File: src/rtl/fetch_pkg.sv
// -----------------------------------------------------------------------------
// fetch_pkg
// Shared definitions for the instruction fetch front end:
//   - fetch_state_e : fetch FSM state encoding
//   - INSTR_BYTES   : bytes per instruction word (PC increment)
//   - ptr_width()   : prefetch queue pointer width for a given depth
//   - count_width() : prefetch queue occupancy counter width for a given depth
// -----------------------------------------------------------------------------
package fetch_pkg;

    typedef enum logic [1:0] {
        ST_IDLE    = 2'd0,
        ST_FETCH   = 2'd1,
        ST_HOLD    = 2'd2,
        ST_DISCARD = 2'd3
    } fetch_state_e;

    localparam int INSTR_BYTES = 4;

    function automatic int ptr_width(input int depth);
        return $clog2(depth);
    endfunction

    // One extra bit so that "full" (count == depth) is representable.
    function automatic int count_width(input int depth);
        return $clog2(depth + 1);
    endfunction

endpackage

File: src/rtl/fetch_queue_fifo.sv
// -----------------------------------------------------------------------------
// fetch_queue
// Circular FIFO of {pc, instruction} entries used as the prefetch queue.
//   i_clk, i_rst        : clock, asynchronous active-high reset
//   i_push, i_push_pc,
//   i_push_instr        : write one entry at the tail (ignored when full)
//   i_pop               : retire the head entry (ignored when empty)
//   i_flush             : empty the queue; wins over push and pop
//   o_head_pc,
//   o_head_instr        : head entry, combinational from storage
//   o_count             : number of valid entries
//   o_full, o_empty     : occupancy flags
// -----------------------------------------------------------------------------
module fetch_queue
    import fetch_pkg::*;
#(
    parameter  int DEPTH = 4,
    parameter  int AW    = 32,
    parameter  int IW    = 32,
    localparam int PTR_W = ptr_width(DEPTH),
    localparam int CNT_W = count_width(DEPTH)
) (
    input  logic             i_clk,
    input  logic             i_rst,
    input  logic             i_push,
    input  logic [AW-1:0]    i_push_pc,
    input  logic [IW-1:0]    i_push_instr,
    input  logic             i_pop,
    input  logic             i_flush,
    output logic [AW-1:0]    o_head_pc,
    output logic [IW-1:0]    o_head_instr,
    output logic [CNT_W-1:0] o_count,
    output logic             o_full,
    output logic             o_empty
);

    logic [AW-1:0]    r_pc_mem    [DEPTH];
    logic [IW-1:0]    r_instr_mem [DEPTH];
    logic [PTR_W-1:0] r_head;
    logic [PTR_W-1:0] r_tail;
    logic [CNT_W-1:0] r_count;
    logic             w_do_push;
    logic             w_do_pop;

    assign o_full    = (r_count == CNT_W'(DEPTH));
    assign o_empty   = (r_count == '0);
    assign w_do_push = i_push && !i_flush && !o_full;
    assign w_do_pop  = i_pop  && !i_flush && !o_empty;

    // Storage is not reset; consumers only look at it while count != 0.
    always_ff @(posedge i_clk) begin
        if (w_do_push) begin
            r_pc_mem[r_tail]    <= i_push_pc;
            r_instr_mem[r_tail] <= i_push_instr;
        end
    end

    // Pointers wrap naturally because DEPTH is a power of two.
    always_ff @(posedge i_clk or posedge i_rst) begin
        if (i_rst) begin
            r_head  <= '0;
            r_tail  <= '0;
            r_count <= '0;
        end else if (i_flush) begin
            r_head  <= '0;
            r_tail  <= '0;
            r_count <= '0;
        end else begin
            if (w_do_push) r_tail <= r_tail + PTR_W'(1);
            if (w_do_pop)  r_head <= r_head + PTR_W'(1);
            r_count <= r_count + CNT_W'(w_do_push) - CNT_W'(w_do_pop);
        end
    end

    assign o_head_pc    = r_pc_mem[r_head];
    assign o_head_instr = r_instr_mem[r_head];
    assign o_count      = r_count;

endmodule

File: src/rtl/fetch_queue_unit.sv
// -----------------------------------------------------------------------------
// fetch_queue_unit
// Instruction fetch front end: runs ahead of decode, fetching sequential words
// from the blocking icache port into a prefetch queue; a branch/jump redirect
// flushes the queue and drops any stale in-flight response.
//   clock, reset          : clock, asynchronous active-high reset
//   branch_or_jump_signal : one-cycle redirect strobe
//   branch_jump_addres    : redirect target (bits [1:0] ignored)
//   imem_read/imem_address/imem_busywait/imem_instruction : icache port
//   dec_valid/dec_ready   : head-of-queue handshake towards decode
//   dec_pc/dec_pc_plus4/dec_instruction : head entry (0 while queue empty)
//   o_dbg_state           : current fetch FSM state (fetch_state_e)
//
// Handshakes: a cache request completes on the rising edge where
// imem_read=1 and imem_busywait=0; imem_address is held while busywait=1.
// Decode takes the head on the rising edge where dec_valid=1 and dec_ready=1.
// -----------------------------------------------------------------------------
module fetch_queue_unit
    import fetch_pkg::*;
#(
    parameter int                    ADDR_WIDTH  = 32,
    parameter int                    INSTR_WIDTH = 32,
    parameter int                    QUEUE_DEPTH = 4,
    parameter logic [ADDR_WIDTH-1:0] RESET_PC    = '0
) (
    input  logic                   clock,
    input  logic                   reset,
    input  logic                   branch_or_jump_signal,
    input  logic [ADDR_WIDTH-1:0]  branch_jump_addres,
    output logic                   imem_read,
    output logic [ADDR_WIDTH-1:0]  imem_address,
    input  logic                   imem_busywait,
    input  logic [INSTR_WIDTH-1:0] imem_instruction,
    output logic                   dec_valid,
    input  logic                   dec_ready,
    output logic [ADDR_WIDTH-1:0]  dec_pc,
    output logic [ADDR_WIDTH-1:0]  dec_pc_plus4,
    output logic [INSTR_WIDTH-1:0] dec_instruction,
    output logic [1:0]             o_dbg_state
);

    localparam int                    CNT_W    = count_width(QUEUE_DEPTH);
    localparam logic [CNT_W-1:0]      FULL_CNT = CNT_W'(QUEUE_DEPTH);
    localparam logic [ADDR_WIDTH-1:0] PC_STEP  = ADDR_WIDTH'(INSTR_BYTES);

    fetch_state_e            r_state;
    fetch_state_e            w_next_state;
    logic [ADDR_WIDTH-1:0]   r_fetch_pc;
    logic [ADDR_WIDTH-1:0]   r_stale_addr;
    logic [ADDR_WIDTH-1:0]   w_target;
    logic                    w_complete;
    logic                    w_push;
    logic                    w_pop;
    logic [CNT_W-1:0]        w_count;
    logic [CNT_W-1:0]        w_count_next;
    logic                    w_q_full;
    logic                    w_q_empty;
    logic [ADDR_WIDTH-1:0]   w_head_pc;
    logic [INSTR_WIDTH-1:0]  w_head_instr;

    assign w_target   = {branch_jump_addres[ADDR_WIDTH-1:2], 2'b00};
    assign imem_read  = (r_state == ST_FETCH) || (r_state == ST_DISCARD);
    // In DISCARD the old request must stay on the bus until the cache finishes it.
    assign imem_address = (r_state == ST_DISCARD) ? r_stale_addr : r_fetch_pc;
    assign w_complete = imem_read && !imem_busywait;

    // A redirect suppresses both push and pop on its edge.
    assign w_push = (r_state == ST_FETCH) && w_complete && !branch_or_jump_signal;
    assign w_pop  = dec_valid && dec_ready && !branch_or_jump_signal;
    assign w_count_next = w_count + CNT_W'(w_push) - CNT_W'(w_pop);

    always_comb begin
        w_next_state = r_state;
        case (r_state)
            ST_IDLE: w_next_state = ST_FETCH;
            ST_FETCH: begin
                if (branch_or_jump_signal) begin
                    // A completing request is simply dropped; otherwise the
                    // outstanding request must be drained in DISCARD.
                    w_next_state = w_complete ? ST_FETCH : ST_DISCARD;
                end else if (w_complete && (w_count_next == FULL_CNT)) begin
                    w_next_state = ST_HOLD;
                end
            end
            ST_HOLD: begin
                if (branch_or_jump_signal || !w_q_full) w_next_state = ST_FETCH;
            end
            ST_DISCARD: begin
                // Once the stale response is retired, fetch from fetch_pc,
                // which already holds the most recent target.
                if (w_complete) w_next_state = ST_FETCH;
            end
            default: w_next_state = ST_IDLE;
        endcase
    end

    always_ff @(posedge clock or posedge reset) begin
        if (reset) begin
            r_state      <= ST_IDLE;
            r_fetch_pc   <= RESET_PC;
            r_stale_addr <= RESET_PC;
        end else begin
            r_state <= w_next_state;
            if (branch_or_jump_signal) begin
                r_fetch_pc <= w_target;
            end else if (w_push) begin
                r_fetch_pc <= r_fetch_pc + PC_STEP;
            end
            if ((r_state == ST_FETCH) && branch_or_jump_signal && !w_complete) begin
                r_stale_addr <= r_fetch_pc;
            end
        end
    end

    fetch_queue #(
        .DEPTH (QUEUE_DEPTH),
        .AW    (ADDR_WIDTH),
        .IW    (INSTR_WIDTH)
    ) u_queue (
        .i_clk        (clock),
        .i_rst        (reset),
        .i_push       (w_push),
        .i_push_pc    (r_fetch_pc),
        .i_push_instr (imem_instruction),
        .i_pop        (w_pop),
        .i_flush      (branch_or_jump_signal),
        .o_head_pc    (w_head_pc),
        .o_head_instr (w_head_instr),
        .o_count      (w_count),
        .o_full       (w_q_full),
        .o_empty      (w_q_empty)
    );

    // Data outputs are forced to 0 while empty so reset shows zeros and
    // stale storage never leaks to decode.
    assign dec_valid       = !w_q_empty;
    assign dec_pc          = dec_valid ? w_head_pc : '0;
    assign dec_pc_plus4    = dec_valid ? (w_head_pc + PC_STEP) : '0;
    assign dec_instruction = dec_valid ? w_head_instr : '0;
    assign o_dbg_state     = r_state;

endmodule

File: config.mk
export PLATFORM = sky130hd
export DESIGN_NAME = fetch_queue_unit
export DESIGN_NICKNAME = d
export VERILOG_FILES = /design/src/rtl/fetch_pkg.sv /design/src/rtl/fetch_queue_fifo.sv /design/src/rtl/fetch_queue_unit.sv
export SDC_FILE = /design/constraint.sdc
export NUM_CORES = 1
export LEC_CHECK = 0
export ABC_AREA = 1
export CAP_MARGIN = 10
export CELL_PAD_IN_SITES_DETAIL_PLACEMENT = 1
export CELL_PAD_IN_SITES_GLOBAL_PLACEMENT = 1
export CORE_ASPECT_RATIO = 0.75
export CORE_MARGIN = 8
export CORE_UTILIZATION = 45
export DETAILED_ROUTE_END_ITERATION = 7
export GPL_TIMING_DRIVEN = 1
export PLACE_DENSITY_LB_ADDON = 0.1
export SLEW_MARGIN = 5
export SYNTH_ARGS = -nofsm -noshare
export SYNTH_HDL_FRONTEND = slang
export SYNTH_SLANG_ARGS = --single-unit
File: constraint.sdc
create_clock -name clock -period 9.9 [get_ports clock]
set_input_delay 2.475 -clock clock [delete_from_list [all_inputs] [get_ports clock]]
set_output_delay 2.475 -clock clock [all_outputs]
set_load 0.05 [all_outputs]
# Yosys cells after proc, flatten, opt, wreduce, memory -nomap -nowiden
# Memory sizes are Yosys's and may differ from the RTL's.
# Index checks and enable logic that the tools add are counted.
[word_totals]
regBits = 73
ram_bits = 256
in_bits = 69
out_inout_bits = 132
elab_cells = 68
n_memories = 2
[memory_table]
columns = ["name", "words", "word_bits", "read_ports", "rd_ports_with_merged_regs", "write_ports", "line", "rtl"]
rows = [
  ["u_queue.r_instr_mem", 4, 32, 1, 0, 1, "fetch_queue_fifo.sv:38", "logic [IW-1:0] r_instr_mem [DEPTH];"],
  ["u_queue.r_pc_mem", 4, 32, 1, 0, 1, "fetch_queue_fifo.sv:37", "logic [AW-1:0] r_pc_mem [DEPTH];"],
]
[op_classes]
addsub = 8
eq_ne = 8
muxes = 19
n_reduce_logical = 25
[op_table]
columns = ["op", "count"]
rows = [
  ["2-to-1 mux 32 bit", 6],
  ["adder 32 x 3 -> 32 bit (second input constant)", 2],
  ["2-to-1 mux 2 bit", 9],
  ["logical AND 1 bit", 12],
  ["case mux 2 bit (4 select lines)", 1],
  ["adder 3 x 1 -> 3 bit", 2],
  ["equality test 3 bit (second input constant)", 2],
  ["nonzero test 2 bit", 3],
  ["subtractor 3 x 1 -> 3 bit", 2],
  ["logical NOT 1 bit", 5],
  ["adder 2 x 1 -> 2 bit (second input constant)", 2],
  ["equality test 2 bit (second input constant)", 2],
  ["!= test 2 bit (second input constant)", 2],
  ["logical NOT 3 bit", 1],
  ["2-to-1 mux 3 bit", 1],
  ["!= test 3 x 2 -> 1 bit (second input constant)", 1],
  ["AND reduction 3 bit", 1],
  ["equality test 2 x 1 -> 1 bit (second input constant)", 1],
  ["logical NOT 2 bit", 1],
  ["logical OR 1 bit", 2],
  ["2-to-1 mux 1 bit", 2],
]

# Longest topological paths before layout
[depth]
ltp_word = 12
mapped_depth = 16
mapped_depth_nobuf = 14

# Modules after synthesis
# A second synthesis with hierarchy kept.
[unflattened]
cells_unflattened = 1733
area_unflattened_um2 = 15931.5
[modules_own_cells]
columns = ["mod", "instances", "cells_per_inst", "area_each_um2", "seq_area_each_um2"]
rows = [
  ["fetch_queue", 1, 815, 10597.7, 7862.5],
  ["fetch_queue_unit", 1, 918, 5333.9, 1551.5],
]

# Worst setup path before layout
# No wires, ideal clock.
[synth_timing]
kind = "input -> register"
from = "in imem_busywait"
to = "mem u_queue.r_instr_mem[0][0] (enable)"
setup_time_ns = 0.482
arrival_ns = 5.829
required_time_ns = 9.418
path_slack_ns = 3.589
stages = 6
path_buffers = 0
cell_sequence = "or2_1 nor2_4 nand2_2 inv_2 nand2_1 nor2_1"
[synth_via]
elab_chain_cells = 8
[synth_lines]
columns = ["item", "line", "rtl"]
rows = [
  ["start, declared", "fetch_queue_unit.sv:32", "input logic imem_busywait,"],
  ["logical NOT 1 bit", "fetch_queue_unit.sv:65", "assign w_complete = imem_read && !imem_busywait;"],
  ["logical AND 1 bit", "fetch_queue_unit.sv:65", ""],
  ["logical AND 1 bit (2 in a row)", "fetch_queue_unit.sv:68", "assign w_push = (r_state == ST_FETCH) && w_complete && !branch_or_jump_signal;"],
  ["logical AND 1 bit (2 in a row)", "fetch_queue_fifo.sv:47", "assign w_do_push = i_push && !i_flush && !o_full;"],
  ["2-to-1 mux 1 bit", "fetch_queue_fifo.sv:52", "if (w_do_push) begin"],
  ["2-to-1 mux 1 bit (not written as such)", "fetch_queue_fifo.sv:54", "r_instr_mem[r_tail] <= i_push_instr;"],
  ["end, declared", "fetch_queue_fifo.sv:38", ""],
]
# No other way between the ends.

# Final worst setup path
[layout_timing]
from = "reg u_queue.r_head[1]"
to = "out dec_pc_plus4[11]"
[layout_via]
elab_chain_cells = 3
[layout_lines]
columns = ["item", "line", "rtl"]
rows = [
  ["start, declared", "fetch_queue_fifo.sv:39", "logic [PTR_W-1:0] r_head;"],
  ["start signal, assigned", "fetch_queue_fifo.sv:70", "if (w_do_pop) r_head <= r_head + PTR_W'(1);"],
  ["memory (4 x 32 bit)", "--", ""],
  ["adder 32 x 3 -> 32 bit", "fetch_queue_unit.sv:138", "assign dec_pc_plus4 = dec_valid ? (w_head_pc + PC_STEP) : '0;"],
  ["2-to-1 mux 32 bit", "fetch_queue_unit.sv:138", ""],
  ["end, declared", "fetch_queue_unit.sv:37", "output logic [ADDR_WIDTH-1:0] dec_pc_plus4,"],
]
# No other way between the ends.

==> results.yml <==
worst_setup_path:
  cp-end-kind: "primary output"
  r2r_start: "o_dbg_state[0]"
  reg2reg_depth: 8
  cp_max_fo: 53
  crit_required_ns: 7.43
  path_class: "flip-flop to primary output"
  crit_end: "dec_pc_plus4[11]"
  worstSetupStartpoint: "u_queue.r_head[1]"
  cp.arrival_ns: 4.80
  start_kind: "flip-flop"
  rrSetupSlack_ns: 6.21
  reg2reg_to: "u_queue.r_pc_mem[3][15]"
route:
  postRouteAntennaNets: 0
  dr.pass1.iters: 5
  num_vias: 12421
  drc: 0
  drt_iter0_drc: 745
  vias_per_cell: 5.35
  detail_route.wl_per_cell_um: 20.1
  drt-total-wl_mm: 46.5
power:
  p_per_area_mw_per_mm2: 347
  peakVddDrop_v: 0.000283
  power_frac_seq_pct: 28.5
  swShare_pct: 49.1
  power.internal_w: 0.00326
  p_leak_nw: 7.26
  clkPwrFrac_pct: 18.0
  comb_power_share_pct: 53.4
  p_switching_w: 0.00315
  power_w: 0.00642
cts:
  cts_tree: "done"
  cts_buffers: 34
  clock_path_buffers: 3
  cts.repair.resized: 0
  clk_pin_slew_ns: 0.06
  clock_latency_ns: 0.51
  cts_hold_buffers: 0
  root_buffer: "clkbuf_16"
  cts_max_level: 2
  clock_sinks: 317
  cts_setup_buffers: 0
yosys:
  syn_inst: 1686
  synth-xor-area-share_pct: 1.54
  synth_fa_ha_area_share_pct: 1.08
  muxShareOfSynthArea_pct: 0
  synth-async-reset-ratio_pct: 21.8
  synth_edf_count: 248
  synth_top_family_by_area: "simple AND/OR/NAND/NOR gates"
  synth-warning-count: 0
  synth_seq_cells: 317
  synth-compound-area-share_pct: 7.82
  synth_ff_type: "edfxtp_1"
  synth_area_mm2: 0.0154
  ys_seq_area_share_pct: 59.7
  synth_cell_type_count: 38
  avgSynthCellArea_um2: 9.11
  yosys.area_share.simple_pct: 24.3
grt:
  grt_pass1_vias: 12915
  grt_pass1_wl_mm: 72.5
  grt_max_degree: 134
  antenna_found_initial: 0
  overflow: 0
  track_usage_pct: 22.5
die:
  io_pins: 201
  dieArea_mm2: 0.0404
  rows: 58
  die_h_um: 176
  start_util_pct: 45.7
  die_w_um: 229
  core-area_mm2: 0.0336
timing:
  slew_viol_final: 0
  fin_skew_ns: 0.0140
  setup_violations: 0
  tightest_slew_ns: 1.23
  fin_crit_sh_pct: 73.5
  period_minus_slack_ns: 7.27
  setup_ws_ns: 2.63
  fmax_mhz: 138
  whs_ns: 0.491
  slew_headroom_pct: 18.3
  tns_ns: 0
  hold_viol_final: 0
  grt_setup_unrepaired: "no"
status:
  status: "complete, no violations"
placed_design:
  pre_cts_ws_ns: 3.17
  gp_congestion: 0.886
  place_area_mm2: 0.0175
  hpwl_mm: 31.8
  portBuffers: 192
layout:
  syn_to_final_growth_pct: 20.5
  final_layout_size_suffix_gt1_share_pct: 5.19
  antenna_cells: 0
  design_area_mm2: 0.0185
  fin_nets: 1926
min_path:
  hold_path.class: "flip-flop to flip-flop"
run:
  cap_viol_max_count: 0
[stage by stage]
stage               utilization, %  std cells
floorplan                        -       1691
global placement              52.1       2259
detailed placement            52.1       2259
CTS                           55.1       2320
global route                  55.1       2320
finish                        55.1       2320
[state kept, by name, indices dropped and copies added, names as in the netlist]
signal	count
u_queue.r_head	2
r_fetch_pc	30
u_queue.r_pc_mem	120
u_queue.r_tail	2
u_queue.r_instr_mem	128
o_dbg_state	2
u_queue.o_count	3
r_stale_addr	30
[layer usage]
metal / up-vias / global-route usage [%] / part of all wire, %
met4: 0 / 4.85 / 1.4
met3: 47 / 3.98 / 5.2
met2: 316 / 35.7 / 45
li1: 5902 / - / -
met5: - / 0 / 0
met1: 6156 / 32.1 / 48
[worst min-delay path by stage]
stage | depth (start not counted) | to | startpoint | slack (ns)
floorplan | 2 | r_stale_addr[10] | r_stale_addr[10] | 0.45
global placement | 2 | r_stale_addr[5] | r_stale_addr[5] | 0.47
detailed placement | 2 | r_stale_addr[12] | r_stale_addr[12] | 0.48
CTS | 2 | r_stale_addr[12] | r_stale_addr[12] | 0.49
global route | 2 | r_stale_addr[26] | r_stale_addr[26] | 0.52
finish | 2 | r_stale_addr[12] | r_stale_addr[12] | 0.49
[cells in the mapped netlist, types with 3 or more instances]
cell | count | area share (%)
a21oi_1 | 83 | 2.7
buf_1 | 9 | 0.22
buf_2 | 15 | 0.49
buf_4 | 16 | 0.78
buf_6 | 8 | 0.59
clkbuf_1 | 35 | 0.86
dfrtp_1 | 69 | 11
edfxtp_1 | 248 | 48
ha_1 | 10 | 0.81
inv_1 | 94 | 2.3
inv_2 | 4 | 0.098
nand2_1 | 456 | 11
nand2_2 | 14 | 0.57
nand3_1 | 95 | 3.1
nand4_1 | 8 | 0.33
nor2_1 | 308 | 7.5
nor2_2 | 9 | 0.37
nor2_4 | 6 | 0.44
nor3_1 | 19 | 0.62
o211ai_1 | 11 | 0.54
o21ai_0 | 119 | 3.9
o221ai_1 | 3 | 0.17
xor2_1 | 25 | 1.4
[layout make-up]
cell class                 count  area, um2
multi-input combinational   1191       5390
clock buffer                  50        942
fill                        3855      15100
timing repair buffer         202       2000
inverter                      99        377
sequential                   317       9180
clock inverter                11       56.3
tap                          450        563
[critical path: stages, from the launching register on]
cell and delay (ns):
dfrtp_2 0.73, inv_2 0.69, buf_4 0.65, nand2_1 0.14
nand2_1 0.18, nand2_1 0.12, nor2_1 0.14, nand2_2 0.13
nor2_1 0.21, nor2_1 0.07, nor3_1 0.30, clkdlybuf4s50_1 0.89
[kinds of logic (layout without fill, tap and decap cells)]
family	count (synthesis)	count (layout)
buf+inv	183	362
simple gates	919	919
flops	317	317
fa+ha+maj	12	12
compound gates	227	227
xor+xnor	27	27
other cells	1	6
[cell usage in the layout (no fill, tap or decap), drive strengths merged, types with 19 or more instances in the layout]
| master | n |
|---|---|
| inv | 100 |
| dfrtp | 69 |
| nand3 | 96 |
| nor3 | 19 |
| clkbuf | 50 |
| nor2 | 323 |
| clkdlybuf4s50 | 192 |
| a21oi | 83 |
| edfxtp | 248 |
| o21ai | 120 |
| xor2 | 25 |
| nand2 | 470 |
[power by group through the flow]
stage	Sequential (W)	Clock, W	Combinational [W]
CTS	0.00183	0.00118	0.00346
detailed placement	0.00185	0	0.00344
global placement	0.00184	0	0.00337
finish	0.00183	0.00116	0.00343
floorplan	0.00179	0	0.00234
global route	0.00185	0.00123	0.00367
No activity file was read; power rests on OpenSTA's default activity.
